## config.mk

```make
export PLATFORM = sky130hd
export DESIGN_NAME = activation_fifo_flat
export DESIGN_NICKNAME = d
export VERILOG_FILES = /design/src/rtl/activation_pkg.sv /design/src/rtl/activation_fifo_if.sv /design/src/rtl/activation_fifo_mem.sv /design/src/rtl/activation_fifo.sv /design/src/flat_wrapper.sv
export SDC_FILE = /design/constraint.sdc
export NUM_CORES = 1
export LEC_CHECK = 0
export BUFFER_PORTS_ARGS = -buffer_cell sky130_fd_sc_hd__buf_2
export CAP_MARGIN = 40
export CORE_MARGIN = 8
export CORE_UTILIZATION = 40
export CTS_CLUSTER_SIZE = 8
export DETAILED_ROUTE_END_ITERATION = 16
export GPL_TIMING_DRIVEN = 0
export MAX_ROUTING_LAYER = met4
export SLEW_MARGIN = 20
export SYNTH_ARGS = -nofsm -noshare
export SYNTH_HDL_FRONTEND = slang
export SYNTH_SLANG_ARGS = --single-unit
export TNS_END_PERCENT = 20
```

## constraint.sdc

```tcl
create_clock -name clk -period 20.9 [get_ports clk]
set_input_delay 2.09 -clock clk [delete_from_list [all_inputs] [get_ports clk]]
set_output_delay 2.09 -clock clk [all_outputs]
set_load 0.1 [all_outputs]
```

## src/rtl/activation_pkg.sv

```systemverilog
// rtl/activation_pkg.sv - shared FSM encoding and activation constants for activation_fifo
package activation_pkg;

    typedef enum logic [1:0] {
        IDLE  = 2'd0,
        RUN   = 2'd1,
        DRAIN = 2'd2
    } state_t;

    // Leaky slope is 1/8, realised as an arithmetic right shift.
    localparam int LEAKY_SHIFT = 3;

endpackage

```

## src/rtl/activation_fifo_if.sv

```systemverilog
// rtl/activation_fifo_if.sv - PE-result input stream and pooling read port of activation_fifo
interface activation_fifo_if #(
    parameter int DATA_WIDTH = 16,
    parameter int NUM_PE     = 4
);
    logic [DATA_WIDTH*NUM_PE-1:0] in_data;
    logic                         in_valid;
    logic                         in_ready;
    logic [DATA_WIDTH*NUM_PE-1:0] read_data;
    logic                         read_ready;
    logic                         read_req;

    modport master (
        output in_data, in_valid, read_req,
        input  in_ready, read_data, read_ready
    );

    modport slave (
        input  in_data, in_valid, read_req,
        output in_ready, read_data, read_ready
    );
endinterface

```

## src/rtl/activation_fifo_mem.sv

```systemverilog
// rtl/activation_fifo_mem.sv - parameterised show-ahead FIFO with occupancy-based full/empty
module activation_fifo_mem #(
    parameter int WIDTH = 64,
    parameter int DEPTH = 8
) (
    input  logic             clk,
    input  logic             reset,
    input  logic             wr_en,
    input  logic [WIDTH-1:0] wr_data,
    input  logic             rd_en,
    output logic [WIDTH-1:0] rd_data,
    output logic             full,
    output logic             empty
);
    localparam int AW = $clog2(DEPTH);

    logic [WIDTH-1:0] mem [DEPTH];
    logic [AW-1:0]    wr_ptr;
    logic [AW-1:0]    rd_ptr;
    logic [AW:0]      occ;
    logic             do_wr;
    logic             do_rd;

    assign full  = (occ == (AW+1)'(DEPTH));
    assign empty = (occ == '0);
    assign do_wr = wr_en && !full;
    assign do_rd = rd_en && !empty;

    // Head is forced to zero while empty so the read port is clean out of reset.
    assign rd_data = empty ? '0 : mem[rd_ptr];

    always_ff @(posedge clk) begin
        if (reset) begin
            wr_ptr <= '0;
            rd_ptr <= '0;
            occ    <= '0;
        end else begin
            if (do_wr) wr_ptr <= wr_ptr + AW'(1);
            if (do_rd) rd_ptr <= rd_ptr + AW'(1);
            case ({do_wr, do_rd})
                2'b10:   occ <= occ + (AW+1)'(1);
                2'b01:   occ <= occ - (AW+1)'(1);
                default: occ <= occ;
            endcase
        end
    end

    always_ff @(posedge clk) begin
        if (do_wr) mem[wr_ptr] <= wr_data;
    end

endmodule

```

## src/rtl/activation_fifo.sv

```systemverilog
// rtl/activation_fifo.sv - job FSM plus ReLU at FIFO write; define LEAKY_RELU_EN for leaky ReLU
module activation_fifo
    import activation_pkg::*;
#(
    parameter int DATA_WIDTH  = 16,
    parameter int NUM_PE      = 4,
    parameter int FIFO_DEPTH  = 8,
    parameter int COUNT_WIDTH = 16
) (
    input  logic                   clk,
    input  logic                   reset,
    input  logic                   start,
    input  logic [COUNT_WIDTH-1:0] num_words,
    input  logic                   cfg,
    activation_fifo_if.slave       bus,
    output logic                   done
);
    localparam int WORD_W = DATA_WIDTH * NUM_PE;

    state_t                 state_q, state_d;
    logic [COUNT_WIDTH-1:0] words_q;
    logic [COUNT_WIDTH-1:0] cnt_q;
    logic                   cfg_q;
    logic                   done_zero_q, done_zero_d;
    logic                   job_start;
    logic                   accept;
    logic                   last_word;
    logic                   fifo_full;
    logic                   fifo_empty;
    logic [WORD_W-1:0]      act_word;

    assign bus.in_ready   = (state_q == RUN) && !fifo_full;
    assign bus.read_ready = !fifo_empty;
    assign accept         = bus.in_valid && bus.in_ready;
    assign last_word      = (cnt_q == words_q - COUNT_WIDTH'(1));
    assign done           = !reset && (done_zero_q || ((state_q == DRAIN) && fifo_empty));

    always_comb begin
        state_d     = state_q;
        done_zero_d = 1'b0;
        job_start   = 1'b0;
        case (state_q)
            IDLE: begin
                if (start) begin
                    if (num_words == '0) begin
                        done_zero_d = 1'b1;
                    end else begin
                        job_start = 1'b1;
                        state_d   = RUN;
                    end
                end
            end
            RUN:     if (accept && last_word) state_d = DRAIN;
            DRAIN:   if (fifo_empty) state_d = IDLE;
            default: state_d = IDLE;
        endcase
    end

    always_ff @(posedge clk) begin
        if (reset) begin
            state_q     <= IDLE;
            words_q     <= '0;
            cnt_q       <= '0;
            cfg_q       <= 1'b0;
            done_zero_q <= 1'b0;
        end else begin
            state_q     <= state_d;
            done_zero_q <= done_zero_d;
            if (job_start) begin
                words_q <= num_words;
                cfg_q   <= cfg;
                cnt_q   <= '0;
            end else if (accept) begin
                cnt_q <= cnt_q + COUNT_WIDTH'(1);
            end
        end
    end

    // Activation is applied before the write so the FIFO holds final values.
    always_comb begin
        act_word = bus.in_data;
        if (cfg_q) begin
            for (int i = 0; i < NUM_PE; i++) begin
                if (bus.in_data[i*DATA_WIDTH + DATA_WIDTH - 1]) begin
`ifdef LEAKY_RELU_EN
                    act_word[i*DATA_WIDTH +: DATA_WIDTH] =
                        $signed(bus.in_data[i*DATA_WIDTH +: DATA_WIDTH]) >>> LEAKY_SHIFT;
`else
                    act_word[i*DATA_WIDTH +: DATA_WIDTH] = '0;
`endif
                end
            end
        end
    end

    activation_fifo_mem #(
        .WIDTH (WORD_W),
        .DEPTH (FIFO_DEPTH)
    ) u_mem (
        .clk     (clk),
        .reset   (reset),
        .wr_en   (accept),
        .wr_data (act_word),
        .rd_en   (bus.read_req),
        .rd_data (bus.read_data),
        .full    (fifo_full),
        .empty   (fifo_empty)
    );

endmodule

```

## src/flat_wrapper.sv

```systemverilog
// flat-port wrapper written by rule: the top's interface ports become plain ports
module activation_fifo_flat import activation_pkg::*;
#(
    parameter int DATA_WIDTH  = 16,
    parameter int NUM_PE      = 4,
    parameter int FIFO_DEPTH  = 8,
    parameter int COUNT_WIDTH = 16
)
  (clk, reset, start, num_words, cfg, done, bus_in_data, bus_in_valid, bus_read_req, bus_in_ready, bus_read_data, bus_read_ready);
  activation_fifo_if #(.DATA_WIDTH(DATA_WIDTH), .NUM_PE(NUM_PE)) bus_i ();
  input  logic clk;
  input  logic reset;
  input  logic start;
  input  logic [COUNT_WIDTH-1:0] num_words;
  input  logic cfg;
  output logic done;
  input wire logic [$bits(bus_i.in_data)-1:0] bus_in_data;
  input wire logic [$bits(bus_i.in_valid)-1:0] bus_in_valid;
  input wire logic [$bits(bus_i.read_req)-1:0] bus_read_req;
  output wire logic [$bits(bus_i.in_ready)-1:0] bus_in_ready;
  output wire logic [$bits(bus_i.read_data)-1:0] bus_read_data;
  output wire logic [$bits(bus_i.read_ready)-1:0] bus_read_ready;
  assign bus_i.in_data = bus_in_data;
  assign bus_i.in_valid = bus_in_valid;
  assign bus_i.read_req = bus_read_req;
  assign bus_in_ready = bus_i.in_ready;
  assign bus_read_data = bus_i.read_data;
  assign bus_read_ready = bus_i.read_ready;
  activation_fifo #(.DATA_WIDTH(DATA_WIDTH), .NUM_PE(NUM_PE), .FIFO_DEPTH(FIFO_DEPTH), .COUNT_WIDTH(COUNT_WIDTH)) u_core (.clk(clk), .reset(reset), .start(start), .num_words(num_words), .cfg(cfg), .bus(bus_i), .done(done));
endmodule
```

==> impl_metrics.ini, run 1 <==
[run_status]
status = complete, no violations

[floorplanning]
die_x_um = 253
dieArea_um2 = 63800
core_um2 = 55200
start_util = 0.405
num_rows = 86
chipHeight_um = 253
num_io_pins = 153

[synthesis]
synth_ff_type = edfxtp_1
synth-xor-area-share = 0.0160
synth-compound-area-share = 0.0104
yosysSeqAreaShare = 0.731
synthAdderAreaFrac = 0.00481
syn_nets = 1287
async_flop_share = 0
syn_avg_cell_area_um2 = 18.8
netlist_instances = 1193
synth.distinct_cells = 52
syn_area_um2 = 22400
synth_top_family_by_area = multiplexers
synth_seq_cells = 561
muxShareOfSynthArea = 0.166
yosys.area_share.simple = 0.0586
yosys_warnings = 0
synth_enable_flop_cells = 512

[sta]
slew_headroom = 0.457
fin_skew_ns = 0.0355
rsz0062_at_grt = no
fin_ws_ns = 15.33
fmax_ghz = 0.180
worst_pin_slew_ns = 0.812
post-route-min-period_ns = 5.57
setup_viol = 0
slew_viol_final = 0
period_share = 0.267
hold_viol = 0
finalSetupTns_ns = 0

[clock_tree]
numCtsBuffers = 80
post_cts_buffers = 0
post_cts_resized = 0
path_clk_slew_ns = 0.05
cts-hold-fix-buffers = 0
cts_tree = done
clock-root-buffer = clkbuf_16
clock_path_buffers = 3
cts.sinks = 561
clk_latency_ns = 0.60
htreeDepth = 3

[power_and_ir_drop]
p_sw_frac = 0.352
power.leakage_nw = 9.12
share_seq_of_total_power = 0.381
p_per_area_nw_per_um2 = 122
ir_drop_uv = 115
p_int_mw = 2.14
power_frac_clock = 0.342
combPwrFrac = 0.277
p_sw_mw = 1.16

[cells_and_area]
instances_no_fill = 2291
mostFrequentLayoutCell = edfxtp_1
antennaDiodeCount = 0
areaGrowthSynthToFinish_pct = 21.5
final_cell_mix = 512 x edfxtp_1, 185 x buf_2, 128 x mux4_2
final_nets = 1626
drive_above_1_share = 0.318
nFillCells = 4625

[placement]
placedCellCount = 2197
numPortBuffers = 151
gp_congestion = 0.815
dpl_worst_slack_ns = 15.35
dpl.hpwl_mm = 36.5

[setup_path]
reg2reg_slack_ns = 17.05
endpoint_kind = output pin
cp.required_ns = 18.81
cp_data_arrival_time_ns = 3.48
path_class = flip-flop to output pin
max_stage_delay_ns = 0.57
critical-path-slowest-cell = clkbuf_1
critPathLaunchType = flip-flop
path_max_fanout = 10
crit_chain = clkbuf_1 > buf_1 > buf_6 > mux4_2 > mux2i_1 > nor2_1 > buf_2

[global_route]
grt_pass1_vias = 12800
grt_pass1_wl_mm = 78.3
grt-ovfl-total = 0
track_usage = 0.167
grt_max_degree = 19
antenna_found_initial = 0

[detailed_routing]
totalWireLength_mm = 51.5
drt_first_pass_iters = 5
routedWlPerCell_um = 22.5
drtAntennaViolNets = 0
via_per_inst = 5.20
drtIter0Drc = 801
drc = 0
vias = 11900

[hold_path]
hp-class = flip-flop to flip-flop

[run]
max-cap-violations = 0
==> synth_stat cells (2+ instances only) <==
cell type    n  area share
nor2_1     114       0.019
or3_1        6      0.0017
a41oi_1      2     0.00078
nand3_1      7      0.0016
nor3_1      13      0.0029
inv_1       11      0.0018
and2_1      60       0.017
nand4_1      8      0.0022
nor4_1      10      0.0028
buf_1       21      0.0035
a211oi_1     2     0.00067
xnor2_1     24      0.0094
nor3b_1      3      0.0010
nand2_1     20      0.0034
nor4b_1      2     0.00078
and3_1       3     0.00084
dfxtp_1     49       0.044
a21oi_1     13      0.0029
ha_1         7      0.0039
o21ai_0      5      0.0011
edfxtp_1   512        0.69
nor2b_1      6      0.0017
nand2b_1     3     0.00084
a31oi_1      2     0.00056
mux4_2     128        0.13
xor2_1      17      0.0067
clkbuf_1    38      0.0064
mux2i_1     83       0.037
==> power groups by stage <==
stage / registers, mW / clock network [mW] / logic, mW
6_report: 1.26 / 1.13 / 0.916
5_1_grt: 1.26 / 1.20 / 0.962
4_1_cts: 1.26 / 1.16 / 0.934
3_5_place_dp: 1.28 / 0 / 0.932
3_3_place_gp: 1.28 / 0 / 0.910
2_1_floorplan: 1.28 / 0 / 0.719
==> through the flow <==
stage	utilization	total power [mW]	hold slack (ns)	cell area [um^2]
after floorplan	-	2.00	0.478	22400
after global placement	0.436	2.19	0.495	24100
after detailed placement	0.453	2.21	0.508	25000
after CTS	0.493	3.35	0.517	27200
after global routing	0.493	3.42	0.543	27200
final	0.493	3.31	0.520	27200
==> layer usage <==
layer,share of wire,vias up,GRT usage
met1,0.44,6139,0.217
met4,0.019,0,0.0491
li1,-,5372,-
met5,0,-,-
met3,0.048,72,0.0266
met2,0.49,328,0.271
==> logic make-up (layout without fill, tap and decap cells) <==
| group | after synthesis | count (layout) |
|---|---|---|
| xor gates and xnor gates | 41 | 41 |
| DFF | 561 | 561 |
| muxes | 211 | 211 |
| AOI/OAI and AO/OA | 35 | 35 |
| adders and majority gates | 8 | 8 |
| and+or+nand+nor | 262 | 262 |
| buffers and inverters | 75 | 425 |
==> critical path: cells and delay by family (launching register included) <==
kind	cells	cell delay (ns)
buffers and inverters	4	1.61
DFF	1	0.32
and+or+nand+nor	1	0.10
muxes	2	0.83
==> worst paths after layout <==
kind	startpoint	to	depth (start not counted)
worst min register to register	u_core.cnt_q[1]	u_core.cnt_q[1]	2
worst max-delay path	flip-flop	bus_read_data[15]	7
worst max register to register	u_core.state_q[1]	u_core.u_mem.mem[5][44]	9
worst min-delay path	u_core.cnt_q[1]	u_core.cnt_q[1]	2
==> cell type report <==
type	instances	area, um^2	share of cell area
sequential	561	16400	0.601
clock inverter	4	33.8	0.00124
buffer	63	253	0.00929
multi-input combinational	557	5770	0.212
timing repair buffer	257	1680	0.0617
clock buffer	89	2120	0.0780
tap	748	936	0.0344
inverter	12	45.0	0.00166
==> registers in the layout (all words and copies together), names as in the netlist, named ones only <==
| signal | flops |
|---|---|
| u_core.u_mem.wr_ptr | 3 |
| u_core.words_q | 16 |
| u_core.u_mem.mem | 512 |
| u_core.cnt_q | 16 |
| u_core.cfg_q | 1 |
| u_core.u_mem.rd_ptr | 3 |
| u_core.state_q | 2 |
| u_core.done_zero_q | 1 |
| u_core.u_mem.occ | 4 |
Power figures use the tool's default switching activity.
==> run 2: changes to the inputs <==
- ABC_AREA: not set -> 1
- clock period: 20.9 -> 5.45 ns (I/O delays scaled with it)
==> run 2 against run 1 <==
Cell count grew 34%. Combinational power grew to 7.7 times the previous value. Area after synthesis grew 3.2%.
==> impl_metrics.ini, run 2 <==
[run_status]
status = complete, no violations

[global_route]
gr-usage-met2 = 0.305
track_usage = 0.193
use_met1 = 0.256
grt_max_degree = 22
antenna_found_initial = 0
grt_pass1_wl_mm = 96.6
busiest_layer = met2
grt_util_met3 = 0.0288
grt_pass1_vias = 16300
grt-ovfl-total = 0

[synthesis]
yosysSeqAreaShare = 0.708
synth.distinct_cells = 36
synth_seq_cells = 561
netlist_instances = 2029
synth_top_area_frac = 0.666
async_flop_share = 0
syn_avg_cell_area_um2 = 11.4
syn_nets = 2123
synth_top_area_cell = edfxtp_1
synth.most_common_cell = nor2_1
yosys_warnings = 0
syn_area_um2 = 23100
synth_ff_type = edfxtp_1
synth_area_leaders = edfxtp_1 67%, nor2_1 8.8%, o21ai_0 7.6%
synth_commonest_cells = 540 x nor2_1, 512 x edfxtp_1, 351 x o21ai_0
synth_enable_flop_cells = 512

[detailed_routing]
drt_first_pass_iters = 7
via_per_inst = 5.31
totalWireLength_mm = 63.1
drtAntennaViolNets = 0
drc = 0
vias = 16300
routedWlPerCell_um = 20.6
drtIter0Drc = 1493

[setup_path]
crit_cells = 7
crit_chain = nor2_1 > nand3_1 > clkbuf_1 > clkbuf_1 > o21ai_0 > a31oi_1 > buf_2
cpMostUsedCell = clkbuf_1
max_stage_delay_ns = 0.69
cp.required_ns = 4.91
cp_data_arrival_time_ns = 3.53
ff2ff_path_depth = 15
endpoint_kind = output pin
critical-path-slowest-cell = clkbuf_1
path_class = flip-flop to output pin
crit_buf_inv = 3
cp_top_family = buffers and inverters
path_max_fanout = 10
critPathLaunchType = flip-flop

[cells_and_area]
regMostFlops = u_core.u_mem.mem
areaGrowthSynthToFinish_pct = 19.8
largest_reg_flops = 512
nFillCells = 5158
antennaDiodeCount = 0
largestRegisters = u_core.u_mem.mem (512), u_core.cnt_q (16), u_core.words_q (16)
final_cell_mix = 532 x nor2_1, 512 x edfxtp_1, 351 x o21ai_0
final_nets = 2384
drive_above_1_share = 0.139
mostFrequentLayoutCell = nor2_1
post-route-util = 0.482

[hold_path]
min_path_cells = 3
hp-class = primary input to flip-flop

[sta]
period_share = 0.749
setup_viol = 0
fin_ws_ns = 1.37
hold_viol = 0
rsz0062_at_grt = no
worst_pin_slew_ns = 0.854
slew_headroom = 0.431
post-route-min-period_ns = 4.08
fin_skew_ns = 0.0198
finalSetupTns_ns = 0
slew_viol_final = 0
fmax_ghz = 0.245

[floorplanning]
start_util = 0.403
core_um2 = 57400
die_x_um = 256
num_rows = 88
num_io_pins = 153
chipHeight_um = 256
dieArea_um2 = 65700

[power_and_ir_drop]
p_per_area_nw_per_um2 = 589
ir_drop_uv = 691
power.leakage_nw = 9.92

[clock_tree]
clock-root-buffer = clkbuf_16
clock_path_buffers = 3
htreeDepth = 3
cts-hold-fix-buffers = 0
clk_latency_ns = 0.60
post_cts_resized = 0
cts_tree = done
path_clk_slew_ns = 0.05
numCtsBuffers = 80
cts.sinks = 561
post_cts_buffers = 0

[placement]
dpl.hpwl_mm = 42.2
gp_congestion = 0.849
dpl_worst_slack_ns = 2.04
numPortBuffers = 152

[run]
max-cap-violations = 0
## run 2: cell count changes after synthesis, moves of 59 or more
cell / change
nor2_1: +426
o21ai_0: +346
mux4_2: -128
inv_1: +106
mux2i_1: -83
nand2_1: +68
o22ai_1: +64
a31oi_1: +62
and2_1: -59
## run 2: path summary, 6_finish.rpt
path | start | end | slack [ns]
worst max-delay path | u_core.u_mem.occ[1] | bus_read_data[36] | 1.37
worst min-delay path | start | u_core.done_zero_q | 0.20
worst max register to register | u_core.state_q[1] | u_core.u_mem.occ[3] | 2.76
worst min register to register | u_core.u_mem.rd_ptr[2] | u_core.u_mem.rd_ptr[2] | 0.46
## run 2: cells by family after synthesis
family,after synthesis,share of synthesized area
flip-flops,561,0.708
buffers and inverters,241,0.0423
XOR/XNOR,26,0.00986
AO/OA/AOI/OAI,509,0.118
adder cells (fa/ha/maj),8,0.00466
AND/OR/NAND/NOR,684,0.117
## run 2: cell type report
class / instances / area, um^2 / share of cell area
inverter: 121 / 454 / 0.0164
multi-input combinational: 1227 / 5820 / 0.210
buffer: 120 / 523 / 0.0189
timing repair buffer: 179 / 1360 / 0.0492
sequential: 561 / 16400 / 0.591
clock buffer: 92 / 2090 / 0.0756
clock inverter: 5 / 93.8 / 0.00339
tap: 765 / 957 / 0.0346
## run 2: where the power goes
part / internal [mW] / switching (mW) / leakage [nW]
logic: 1.28 / 5.75 / 3.83
registers: 4.82 / 0.0484 / 5.03
clock network: 2.67 / 1.73 / 1.06
## run 2: per-stage QoR
| step | hold slack, ns | area, um^2 | cells | power [mW] |
|---|---|---|---|---|
| finish | 0.205 | 27700 | 3070 | 16.3 |
| global route | 0.221 | 27700 | 3070 | 17.0 |
| CTS | 0.181 | 27700 | 3070 | 16.4 |
| detailed placement | 0.457 | 25500 | 2973 | 12.0 |
| global placement | 0.457 | 24800 | 2946 | 11.9 |
| floorplan | 0.433 | 23100 | 2029 | 10.2 |
## run 2: layer usage
| layer | vias to the layer above | routed length, um |
|---|---|---|
| met4 | 0 | 1400 |
| met3 | 119 | 4050 |
| met1 | 7878 | 27900 |
| met5 | - | 0 |
| met2 | 638 | 29800 |
| li1 | 7664 | - |
## run 2: worst min-delay path, stage by stage
cell,delay (ns)
buf_2,0.10
nand3_1,0.07
nor2_1,0.04
==> run 3: changes to the inputs <==
- ABC_AREA: 1 -> 0
- clock period: 5.45 -> 4.28 ns (I/O delays scaled with it)
==> run 3 against run 2 <==
Core utilization rose by 1.2 points. Clock skew fell by 0.0080 ns. Critical path depth did not move. Clock power rose by 27%. Sequential power rose by 26%. Highest routed layer unchanged.
==> impl_metrics.ini, run 3 (synthesized netlist as in run 1, its figures left out) <==
[clock_tree]
post_cts_buffers = 0
path_clk_slew_ns = 0.05
clock_path_buffers = 3
post_cts_resized = 0
cts.sinks = 561
cts_tree = done
clock-root-buffer = clkbuf_16
numCtsBuffers = 80
clk_latency_ns = 0.59
htreeDepth = 3
cts-hold-fix-buffers = 0

[floorplanning]
num_rows = 86
core_um2 = 55200
die_x_um = 253
start_util = 0.405
chipHeight_um = 253
num_io_pins = 153
dieArea_um2 = 63800

[sta]
fin_ws_ns = 0.483
setup_viol = 0
period_share = 0.887
hold_viol = 0
post-route-min-period_ns = 3.80
worst_pin_slew_ns = 0.824
slew_viol_final = 0
finalSetupTns_ns = 0
fmax_ghz = 0.263
rsz0062_at_grt = no
fin_skew_ns = 0.0118
slew_headroom = 0.450

[global_route]
grt_pass1_wl_mm = 78.5
grt_pass1_vias = 12700
track_usage = 0.166
antenna_found_initial = 3
grt-ovfl-total = 0
grt_max_degree = 21

[setup_path]
crit_buf_inv = 4
critical-path-slowest-cell = clkbuf_1
cp.required_ns = 3.85
endpoint_kind = output pin
cp_top_family = buffers and inverters
path_class = flip-flop to output pin
cp_data_arrival_time_ns = 3.37
max_stage_delay_ns = 0.58
critPathLaunchType = flip-flop
reg2reg_slack_ns = 0.71
path_max_fanout = 10
crit_chain = clkbuf_1 > buf_1 > buf_6 > mux4_2 > mux2i_1 > nor2_1 > buf_2
reg2reg_to = u_core.u_mem.mem[2][43]
r2r-start = u_core.state_q[1]
ff2ff_path_depth = 9

[detailed_routing]
totalWireLength_mm = 51.3
drtAntennaViolNets = 0
drtIter0Drc = 866
vias = 11800
routedWlPerCell_um = 22.7
drt_first_pass_iters = 5
via_per_inst = 5.22
drc = 0

[placement]
dpl_worst_slack_ns = 0.672
gp_congestion = 0.786
numPortBuffers = 151
dpl.hpwl_mm = 35.7

[hold_path]
min_path_cells = 3
hp-start = cfg
hold_end = u_core.cfg_q
hp-class = primary input to flip-flop

[cells_and_area]
largestRegisters = u_core.u_mem.mem (512), u_core.cnt_q (16), u_core.words_q (16)
antennaDiodeCount = 0
regMostFlops = u_core.u_mem.mem
mostFrequentLayoutCell = edfxtp_1
final-seq-area_um2 = 16400
final_cell_mix = 512 x edfxtp_1, 152 x buf_2, 128 x mux4_2
final_nets = 1592
nFillCells = 4531
multi_input_area_um2 = 5820
areaGrowthSynthToFinish_pct = 21.9
largest_reg_flops = 512
drive_above_1_share = 0.302

[power_and_ir_drop]
ir_drop_uv = 586
p_total_mw = 16.2
p_per_area_nw_per_um2 = 593
power.leakage_nw = 8.98

[run]
max-cap-violations = 0

[run_status]
status = complete, no violations
run 3: cell count changes in the layout (fill, tap and decap cells not counted), moves of 34 or more:
cell	previous run	this run
clkbuf_1	84	48
a31oi_1	64	2
o22ai_1	64	0
o21ai_0	351	5
nand2_1	88	20
buf_6	2	36
mux2i_1	0	83
and2_1	1	60
nor2_1	532	113
mux4_2	0	128
inv_1	117	11
run 3: worst max path at each step:
| stage | depth (start not counted) | end | slack, ns | startpoint |
|---|---|---|---|---|
| final | 7 | bus_read_data[8] | 0.48 | flip-flop |
| after detailed placement | 8 | u_core.u_mem.mem[3][44] | 0.67 | u_core.state_q[1] |
| after global placement | 4 | u_core.u_mem.mem[0][45] | -5.33 | u_core.state_q[1] |
| after global routing | 7 | bus_read_data[9] | 0.25 | flip-flop |
| after CTS | 7 | bus_read_data[8] | 0.35 | flip-flop |
| after floorplan | 4 | u_core.u_mem.mem[2][0] | -1.01 | u_core.state_q[1] |
run 3: area by class of cell:
| class | instances | area share |
|---|---|---|
| plain buffers | 63 | 0.00931 |
| clock buffers | 93 | 0.0768 |
| clock inverters | 6 | 0.00303 |
| inverters | 12 | 0.00165 |
| multi-input cells | 557 | 0.214 |
| flip-flops and latches | 561 | 0.600 |
| well taps | 748 | 0.0343 |
| repair buffers | 223 | 0.0617 |
run 3: power breakdown:
group          switching (mW)  internal (mW)  leakage (nW)
Clock                    2.16           3.41          1.06
Combinational            3.53          0.928          2.89
Sequential             0.0482           6.10          5.03
Total                    5.74           10.4          8.98
run 3: per-stage QoR:
| stage | utilization | std cells | hold WS [ns] | area (um^2) |
|---|---|---|---|---|
| 6_report | 0.494 | 2263 | 0.0831 | 27300 |
| 3_3_place_gp | 0.437 | 2092 | 0.497 | 24100 |
| 2_1_floorplan | - | 1193 | 0.478 | 22400 |
| 5_1_grt | 0.494 | 2263 | 0.0773 | 27300 |
| 4_1_cts | 0.494 | 2263 | 0.0523 | 27300 |
| 3_5_place_dp | 0.455 | 2164 | 0.513 | 25100 |
run 3: metal layers:
metal  part of all wire  vias up  global-route usage
met5                  0        -                   -
met4              0.018        0              0.0509
met3              0.046       72              0.0279
met2               0.49      310               0.265
met1               0.45     6119               0.218
li1                   -     5301                   -
run 3: worst reg2reg max path, cell delays in order (launching register included):
cell and delay [ns]:
dfxtp_1 0.36, nand2b_1 0.19, a211oi_1 0.49, clkinv_1 0.57
nor4b_4 0.70, buf_8 0.23, buf_8 0.16, buf_4 0.23
buf_6 0.19, buf_6 0.16
